--- src/rtl/round_timer_ctrl_pkg.sv ---
// Shared definitions for the whack-a-mole round sequencer: state encoding,
// field widths and the time-left helper.
package round_timer_ctrl_pkg;

  localparam int SEC_W   = 6;
  localparam int SCORE_W = 8;

  typedef enum logic [2:0] {
    IDLE  = 3'd0,
    READY = 3'd1,
    PLAY  = 3'd2,
    PAUSE = 3'd3,
    OVER  = 3'd4
  } state_e;

  function automatic logic [SEC_W-1:0] secs_left(input logic [SEC_W-1:0] total,
                                                 input logic [SEC_W-1:0] elapsed);
    return (elapsed >= total) ? '0 : total - elapsed;
  endfunction

endpackage

--- src/rtl/round_timer_ctrl_tick_gen.sv ---
// Seconds prescaler: one-cycle registered tick every CLK_HZ clocks,
// phase re-aligned whenever restart is pulsed.
module tick_gen #(
  parameter int CLK_HZ = 50_000_000
) (
  input  logic clk,
  input  logic rst,
  input  logic restart,
  output logic tick
);

  localparam int CNT_W = (CLK_HZ > 1) ? $clog2(CLK_HZ) : 1;
  localparam logic [CNT_W-1:0] TERM = CNT_W'(CLK_HZ - 1);

  logic [CNT_W-1:0] cnt_q;
  logic             tick_q;

  // NOTE: state registers use non-blocking assignments so every flop samples
  // pre-edge values and simulation order cannot change the result.
  always_ff @(posedge clk or posedge rst) begin
    if (rst) begin
      cnt_q  <= '0;
      tick_q <= 1'b0;
    end else begin
      tick_q <= (cnt_q == TERM) && !restart;
      if (restart || cnt_q == TERM) cnt_q <= '0;
      else                          cnt_q <= cnt_q + 1'b1;
    end
  end

  assign tick = tick_q;

endmodule

--- src/rtl/round_timer_ctrl.sv ---
// Round sequencer: IDLE -> READY countdown -> PLAY -> PAUSE/OVER, driving the
// external seconds counter and deriving time-left, spawn pulses and score.
module round_timer_ctrl
  import round_timer_ctrl_pkg::*;
#(
  parameter int CLK_HZ     = 50_000_000,
  parameter int READY_SECS = 3,
  parameter int ROUND_SECS = 30,
  parameter int SPAWN_SECS = 2
) (
  input  logic               clk,
  input  logic               rst,
  input  logic               start_btn,
  input  logic               pause_btn,
  input  logic               hit,
  input  logic [SEC_W-1:0]   sec_in,
  output logic               cnt_enable,
  output logic               cnt_clear,
  output logic               tick_1hz,
  output logic [2:0]         state,
  output logic [1:0]         ready_left,
  output logic [SEC_W-1:0]   time_left,
  output logic [SCORE_W-1:0] score,
  output logic               spawn_tick,
  output logic               game_over
);

  localparam logic [1:0]       READY_L = 2'(READY_SECS);
  localparam logic [SEC_W-1:0] ROUND_L = SEC_W'(ROUND_SECS);
  localparam logic [3:0]       SPAWN_L = 4'(SPAWN_SECS);

  logic tick;

  tick_gen #(.CLK_HZ(CLK_HZ)) u_tick_gen (
    .clk    (clk),
    .rst    (rst),
    .restart(start_btn),
    .tick   (tick)
  );

  // sec_in crosses domains: two sync flops, then accept only a value seen
  // on two consecutive cycles so a multi-bit change mid-flight is never used.
  logic [SEC_W-1:0] sec_s1_q, sec_s2_q, sec_s3_q, sec_ok_q;

  always_ff @(posedge clk or posedge rst) begin
    if (rst) begin
      sec_s1_q <= '0;
      sec_s2_q <= '0;
      sec_s3_q <= '0;
      sec_ok_q <= '0;
    end else begin
      sec_s1_q <= sec_in;
      sec_s2_q <= sec_s1_q;
      sec_s3_q <= sec_s2_q;
      if (sec_s2_q == sec_s3_q) sec_ok_q <= sec_s2_q;
    end
  end

  state_e             state_q, state_d;
  logic [1:0]         ready_q, ready_d;
  logic [SEC_W-1:0]   time_q, time_d;
  logic [SCORE_W-1:0] score_q, score_d;
  logic [3:0]         spawn_cnt_q, spawn_cnt_d;
  logic               spawn_tick_q, spawn_tick_d;
  logic               enable_q, clear_q, over_q;

  // NOTE: every always_comb output gets a default first so no path can
  // leave it unassigned and infer a latch.
  always_comb begin
    state_d      = state_q;
    ready_d      = ready_q;
    time_d       = time_q;
    score_d      = score_q;
    spawn_cnt_d  = spawn_cnt_q;
    spawn_tick_d = 1'b0;

    case (state_q)
      IDLE: begin
        if (start_btn) begin
          state_d = READY;
          ready_d = READY_L;
          score_d = '0;
        end
      end
      READY: begin
        if (start_btn) begin
          ready_d = READY_L;
        end else if (tick && ready_q > 2'd1) begin
          ready_d = ready_q - 2'd1;
        end else if ((tick && ready_q == 2'd1) || ready_q == 2'd0) begin
          ready_d = '0;
          // A stale nonzero second count means the counter has not cleared yet.
          if (sec_ok_q == '0) begin
            state_d     = PLAY;
            spawn_cnt_d = SPAWN_L;
          end
        end
      end
      PLAY: begin
        time_d = secs_left(ROUND_L, sec_ok_q);
        if (hit && score_q != '1) score_d = score_q + 1'b1;
        if (start_btn) begin
          state_d = IDLE;
        end else if (pause_btn) begin
          state_d = PAUSE;
        end else if (sec_ok_q >= ROUND_L) begin
          state_d = OVER;
        end else if (tick) begin
          if (spawn_cnt_q <= 4'd1) begin
            spawn_tick_d = 1'b1;
            spawn_cnt_d  = SPAWN_L;
          end else begin
            spawn_cnt_d = spawn_cnt_q - 4'd1;
          end
        end
      end
      PAUSE: begin
        if (start_btn)      state_d = IDLE;
        else if (pause_btn) state_d = PLAY;
      end
      OVER: begin
        if (start_btn) begin
          state_d = READY;
          ready_d = READY_L;
          score_d = '0;
        end
      end
      default: begin
        state_d = IDLE;
        ready_d = '0;
      end
    endcase

    if (state_d == IDLE || state_d == READY) time_d = ROUND_L;
  end

  always_ff @(posedge clk or posedge rst) begin
    if (rst) begin
      state_q      <= IDLE;
      ready_q      <= '0;
      time_q       <= ROUND_L;
      score_q      <= '0;
      spawn_cnt_q  <= SPAWN_L;
      spawn_tick_q <= 1'b0;
      enable_q     <= 1'b0;
      clear_q      <= 1'b1;
      over_q       <= 1'b0;
    end else begin
      state_q      <= state_d;
      ready_q      <= ready_d;
      time_q       <= time_d;
      score_q      <= score_d;
      spawn_cnt_q  <= spawn_cnt_d;
      spawn_tick_q <= spawn_tick_d;
      enable_q     <= (state_d == PLAY);
      clear_q      <= (state_d == IDLE) || (state_d == READY);
      over_q       <= (state_d == OVER);
    end
  end

  assign cnt_enable = enable_q;
  assign cnt_clear  = clear_q;
  assign tick_1hz   = tick;
  assign state      = state_q;
  assign ready_left = ready_q;
  assign time_left  = time_q;
  assign score      = score_q;
  assign spawn_tick = spawn_tick_q;
  assign game_over  = over_q;

endmodule
--- config.mk ---
export PLATFORM = sky130hd
export DESIGN_NAME = round_timer_ctrl
export DESIGN_NICKNAME = d
export VERILOG_FILES = /design/src/rtl/round_timer_ctrl_pkg.sv /design/src/rtl/round_timer_ctrl_tick_gen.sv /design/src/rtl/round_timer_ctrl.sv
export SDC_FILE = /design/constraint.sdc
export NUM_CORES = 1
export LEC_CHECK = 0
export BUFFER_PORTS_ARGS = -buffer_cell sky130_fd_sc_hd__buf_2
export CAP_MARGIN = 20
export CORE_ASPECT_RATIO = 0.8
export CORE_MARGIN = 2
export CORE_UTILIZATION = 50
export DETAILED_ROUTE_END_ITERATION = 8
export PLACE_DENSITY_LB_ADDON = 0.05
export SYNTH_ARGS = -nofsm -noshare
export SYNTH_HDL_FRONTEND = slang
export SYNTH_SLANG_ARGS = --single-unit
export TNS_END_PERCENT = 50
--- constraint.sdc ---
create_clock -name clk -period 2.2 [get_ports clk]
set_input_delay 0 -clock clk [delete_from_list [all_inputs] [get_ports clk]]
set_output_delay 0 -clock clk [all_outputs]
set_load 0.01 [all_outputs]
==> flow_summary.yaml, run 1 <==
worst_setup_path:
  crit_chain: "inv_1, ha_1, a21boi_0, o2111ai_2, a221o_1, a31o_2"
  r2r_end: "spawn_cnt_q[0]"
  rr_worst_depth: 6
  r2r_slack_ps: 230
  endpoint_kind: "register"
  arrival_ps: 2220
  worstPathMaxFanout: 7
  cp-startpoint: "ready_left[1]"
  endpoint: "spawn_cnt_q[0]"
  worstSetupPathType: "register to register"
  crit_slowest_cell: "dfrtp_1"
  cp-start-kind: "register"
  r2r-start: "ready_left[1]"
  required_ps: 2450
  cpPeakStageDelay_ps: 440
clock_network:
  cts_max_level: 3
  post-cts-setup-buffers: 0
  cts_buffer_depth: 2
  tritoncts: "built"
  numCtsBuffers: 9
  clock_latency_ps: 360
  cts_root_buffer: "clkbuf_8"
  clk_pin_slew_worst_paths_ps: 90
  cts.sinks: 78
synth:
  yosysWarnings: 0
  synth_seq_cells: 78
  syn_area_per_cell_um2: 10.74
  ys_seq_area_share_pct: 50.53
  synth_top_area_share_pct: 46.47
  synth_compound_area_share_pct: 14.07
  async_reset_ff_share_pct: 100.0
  syn_area_um2: 3877
  synth_top_family_by_area: "simple AND/OR/NAND/NOR gates"
  synth_top_area_cell: "dfrtp_1"
  synth.net_count: 381
  synth_commonest_cells: "dfrtp_1, nor2_1, a21oi_1"
  synth_area_leaders: "dfrtp_1, dfstp_2, ha_1"
  synth_fa_ha_area_share_pct: 2.904
  synth_mux_area_share_pct: 3.130
  synth_cell_type_count: 67
  synth_edf_count: 0
  postSynthCellCount: 361
  synth_ff_type: "dfrtp_1"
  synth_xor_area_share_pct: 4.743
  synth-simple-area-share_pct: 21.07
  yosysMostFrequentCell: "dfrtp_1"
sta:
  rsz0062_at_grt: "false"
  worstMarginPinSlew_ps: 617.3
  fin_ws_ps: 228.0
  setup_viol: 0
  timing.final.crit_share_pct: 89.64
  max_freq_mhz: 507.1
  skew_ps: 15.50
  hold_violations: 0
  slew_viol_final: 0
  setup_tns_ps: 0
  worst_slew_margin_rel_pct: 58.80
  fin_crit_ps: 1972
final_layout:
  fillerInstances: 626
  stdcell_count: 519
  drive_above_1_share_pct: 22.22
  area_delta_synth_final_pct: 14.81
  final_nets: 429
  antenna_cells: 0
worst_hold_path:
  hold_class: "input pin to register"
  worstHoldStart: "pause_btn"
placement:
  port_buffers: 34
  place_ws_ps: 182.8
  gpl.final_weighted_congestion: 0.8080
  dp.cells: 495
  hpwlAfterDp_um: 5319
floorplan:
  die-area_um2: 8480
  start_util_pct: 51.96
  core-area_um2: 7462
  dieHeight_um: 82.77
  dieWidth_um: 102.5
  io_pins: 35
  fp-row-count: 28
grt:
  grt_max_degree: 44
  grt_usage_pct: 20.18
  grt_pass1_wl_um: 13340
  grt_pass1_vias: 2767
  antenna_found_initial: 0
  gr-total-overflow: 0
routing:
  ant_nets: 0
  drtIter0Drc: 124
  wl_per_cell_um: 14.74
  wirelength_um: 7649
  drc: 0
  drtPass1Iterations: 4
  vias_per_cell: 5.678
  dr_total_vias: 2947
power_and_ir_drop:
  p_leak_nw: 1.915
  vdd_drop_max_mv: 0.3862
  p_per_area_nw_per_um2: 760.1
status:
  status: "finished clean"
job:
  cap_viol_max_count: 0
power by group:
part	leakage (nW)	switching, mW	total, mW	internal [mW]
Combinational	0.805	0.345	0.622	0.277
Clock	0.101	0.610	1.06	0.450
Sequential	1.01	0.155	1.70	1.55
state kept, by name, indices dropped and copies added, names as in the netlist:
name and flops:
cnt_clear 1, cnt_enable 1, game_over 1, ready_left 2
score 8, sec_ok_q 6, sec_s1_q 6, sec_s2_q 6
sec_s3_q 6, spawn_cnt_q 4, spawn_tick 1, state 3
time_left 6, u_tick_gen.cnt_q 26, u_tick_gen.tick 1
critical path, delay by kind of cell (launching register included):
kind | cells | cell delay (ps)
adder cells (fa/ha/maj) | 1 | 170
buffers and inverters | 1 | 100
flip-flops | 1 | 440
AO/OA/AOI/OAI | 4 | 1180
worst min-delay path by stage:
stage,slack (ps),cells past startpoint,end
6_report,60,3,game_over
5_1_grt,100,3,game_over
4_1_cts,50,3,game_over
3_5_place_dp,90,2,sec_s1_q[5]
3_3_place_gp,90,2,sec_s1_q[5]
2_1_floorplan,30,0,sec_s1_q[0]
timing repair:
action	CTS	global route
resized for setup	0	2
hold buffers	8	0
setup endpoints to repair	0	3
endpoints found under the hold margin	37	0
kinds of logic after synthesis:
| kind of cell | after synthesis |
|---|---|
| xor gates and xnor gates | 21 |
| DFF | 78 |
| muxes | 11 |
| and+or+nand+nor | 136 |
| adders and majority gates | 9 |
| AOI/OAI and AO/OA | 77 |
| buffers and inverters | 29 |
final cells by class:
type                       count  area, um2  area share [%]
tap                          105      131.4           2.951
multi-input combinational    254       1788           40.16
sequential                    78       1959           44.01
inverter                      17      65.06           1.461
clock buffer                   9      123.9           2.782
timing repair buffer          49      315.3           7.083
clock inverter                 7      68.82           1.546
layer usage:
layer	global-route usage, %	vias up	wire [um]
met4	5.067	0	30
met5	0	-	0
met3	5.387	2	377
li1	-	1437	-
met2	30.52	71	3348
met1	28.92	1437	3893
cell usage in the layout (no fill, tap or decap), types with 4 or more instances in the layout:
master / n
dfrtp_1: 72
buf_2: 34
nor2_1: 28
a21oi_1: 20
nand3_1: 18
nand2_1: 18
inv_1: 16
o21ai_0: 15
xor2_1: 12
or4_1: 10
xnor2_1: 9
mux2_2: 9
o31ai_1: 9
ha_1: 9
clkbuf_8: 9
nand4_1: 8
dlygate4sd3_1: 8
nor3_1: 7
dfstp_2: 6
buf_4: 6
and4_1: 5
nor4_1: 5
or3_1: 5
and2_1: 4
and3_1: 4
inv_6: 4
stage by stage:
stage               power (mW)  utilization (%)  area, um2  hold slack [ps]
floorplan                2.123                -       3877            31.43
global route             3.585            59.66       4452            96.64
detailed placement       2.335            55.90       4172            94.76
finish                   3.384            59.66       4452            58.73
CTS                      3.420            59.56       4444            46.96
global placement         2.316            55.90       4172            86.12
Power figures use the tool's default switching activity.
==> inputs of run 2 (changes only) <==
Settings changed: ABC_AREA set to 1, CORE_MARGIN 2 to unset.
==> flow_summary.yaml, run 2 <==
routing:
  wirelength_um: 8189
  drtPass1Iterations: 4
  vias_per_cell: 4.894
  drtIter0Drc: 113
  ant_nets: 0
  drc: 0
  dr_total_vias: 3318
  wl_per_cell_um: 12.08
worst_setup_path:
  worstPathMaxFanout: 25
  endpoint_kind: "register"
  cp-start-kind: "register"
  r2r-start: "u_tick_gen.cnt_q[0]"
  crit_chain: "ha_1, nand3_2, inv_2, nand2_1, nor2_1, nand2_1, nand2_2, nor2_1"
  arrival_ps: 2130
  r2r_slack_ps: 300
  rr_worst_depth: 8
  required_ps: 2430
  r2r_end: "u_tick_gen.cnt_q[15]"
  crit_slowest_cell: "dfrtp_1"
  cpPeakStageDelay_ps: 460
  worstSetupPathType: "register to register"
synth:
  yosysWarnings: 0
  yosysMostFrequentCell: "nand2_1"
  synth_seq_cells: 78
  postSynthCellCount: 514
  synth_cell_type_count: 35
  syn_area_um2: 4116
  synth_edf_count: 0
  async_reset_ff_share_pct: 100.0
  syn_area_per_cell_um2: 8.009
  synth_area_leaders: "dfrtp_1, nand2_1, nor2_1"
  synth_ff_type: "dfrtp_1"
  synth.net_count: 534
  synth_top_area_cell: "dfrtp_1"
  synth_commonest_cells: "nand2_1, nor2_1, dfrtp_1"
  ys_seq_area_share_pct: 47.60
  synth_top_area_share_pct: 43.77
final_layout:
  final_cell_mix: "nand2_1, nor2_1, dfrtp_1"
  antenna_cells: 0
  final_common_cell: "nand2_1"
  largest_reg_flops: 26
  largest_register: "u_tick_gen.cnt_q"
  drive_above_1_share_pct: 17.72
  area_delta_synth_final_pct: 13.53
  final_nets: 585
placement:
  place_ws_ps: 294.5
  hpwlAfterDp_um: 5962
  gpl.final_weighted_congestion: 0.8670
  port_buffers: 34
grt:
  grt_pass1_vias: 3259
  grt_usage_pct: 21.95
  gr-total-overflow: 0
  grt_pass1_wl_um: 14660
  antenna_found_initial: 0
  grt_max_degree: 46
sta:
  worst_slew_margin_rel_pct: 60.66
  slew_viol_final: 0
  fin_crit_ps: 1899
  max_freq_mhz: 526.7
  setup_viol: 0
  timing.final.crit_share_pct: 86.31
  hold_violations: 0
  fin_ws_ps: 301.3
  worstMarginPinSlew_ps: 589.4
  setup_tns_ps: 0
  skew_ps: 9.160
  rsz0062_at_grt: "false"
power_and_ir_drop:
  p_leak_nw: 2.208
  vdd_drop_max_mv: 0.4628
  p_per_area_nw_per_um2: 826.2
clock_network:
  clk_pin_slew_worst_paths_ps: 80
  cts_root_buffer: "clkbuf_8"
  cts_buffer_depth: 2
  tritoncts: "built"
  clock_latency_ps: 360
  cts_max_level: 3
  numCtsBuffers: 9
  cts_hold_buf: 9
  cts.sinks: 78
  cts_resized: 0
  post-cts-setup-buffers: 0
floorplan:
  io_pins: 35
  core-area_um2: 7946
  dieWidth_um: 103.4
  start_util_pct: 51.80
  die-area_um2: 8602
  dieHeight_um: 83.16
  fp-row-count: 29
worst_hold_path:
  hold_path_end: "score[1]"
  hold_class: "input pin to register"
  worstHoldStart: "hit"
  hold-path-cell-count: 5
job:
  cap_viol_max_count: 0
status:
  status: "finished clean"
## run 2: cell types whose count changed after synthesis, sizes merged, moves of 15 or more
cell | before | now
nand2 | 18 | 166
nor2 | 28 | 99
inv | 17 | 53
nand3 | 18 | 43
a21oi | 21 | 6
## run 2: how the worst max path moves through the flow
stage                                   start                    to  slack [ps]  depth (start not counted)
after global routing      u_tick_gen.cnt_q[0]  u_tick_gen.cnt_q[19]          70                          8
after floorplan                           rst            cnt_enable         210                          1
after CTS                 u_tick_gen.cnt_q[0]  u_tick_gen.cnt_q[19]         300                          8
final                     u_tick_gen.cnt_q[0]  u_tick_gen.cnt_q[15]         300                          8
after detailed placement  u_tick_gen.cnt_q[0]  u_tick_gen.cnt_q[18]         290                          8
after global placement    u_tick_gen.cnt_q[0]  u_tick_gen.cnt_q[21]         410                          8
## run 2: stage by stage
step / hold slack (ps) / utilization (%) / instances / area, um2 / total power, mW
floorplan: 31.43 / - / 514 / 4116 / 2.583
global placement: 68.69 / 55.28 / 653 / 4393 / 2.796
finish: 137.5 / 58.81 / 678 / 4673 / 3.861
CTS: 127.6 / 58.81 / 678 / 4673 / 3.913
global route: 172.9 / 58.81 / 678 / 4673 / 4.139
detailed placement: 79.56 / 55.28 / 653 / 4393 / 2.824
## run 2: power breakdown
part / internal, mW / total [mW] / switching [mW]
logic: 0.373 / 1.05 / 0.673
clock network: 0.527 / 1.06 / 0.533
registers: 1.58 / 1.75 / 0.178
total: 2.48 / 3.86 / 1.38
## run 2: layout make-up
| type | instances | area, um2 |
|---|---|---|
| Clock inverter | 5 | 58.81 |
| Clock buffer | 11 | 131.4 |
| Timing Repair Buffer | 44 | 280.3 |
| Inverter | 54 | 205.2 |
| Fill cell | 726 | 3273 |
| Tap cell | 108 | 135.1 |
| Sequential cell | 78 | 1959 |
| Multi-Input combinational cell | 378 | 1903 |
## run 2: critical path: cells and delay by family (launching register included)
kind / cells / cell delay [ps]
buffers and inverters: 1 / 100
DFF: 1 / 460
adders and majority gates: 1 / 350
and+or+nand+nor: 6 / 840
## run 2: kinds of logic after synthesis
family,synth area share (%)
AOI/OAI and AO/OA,3.192
adders and majority gates,2.736
buffers and inverters,6.170
DFF,47.60
and+or+nand+nor,35.41
xor gates and xnor gates,4.894
## run 2: routing by layer
metal  routed length [um]  track usage, %  vias up
met2                 3607           32.99       66
met3                  373           6.566       16
met5                    0               0        -
met4                  134           7.426        0
met1                 4073           30.01     1538
li1                     -               -     1698
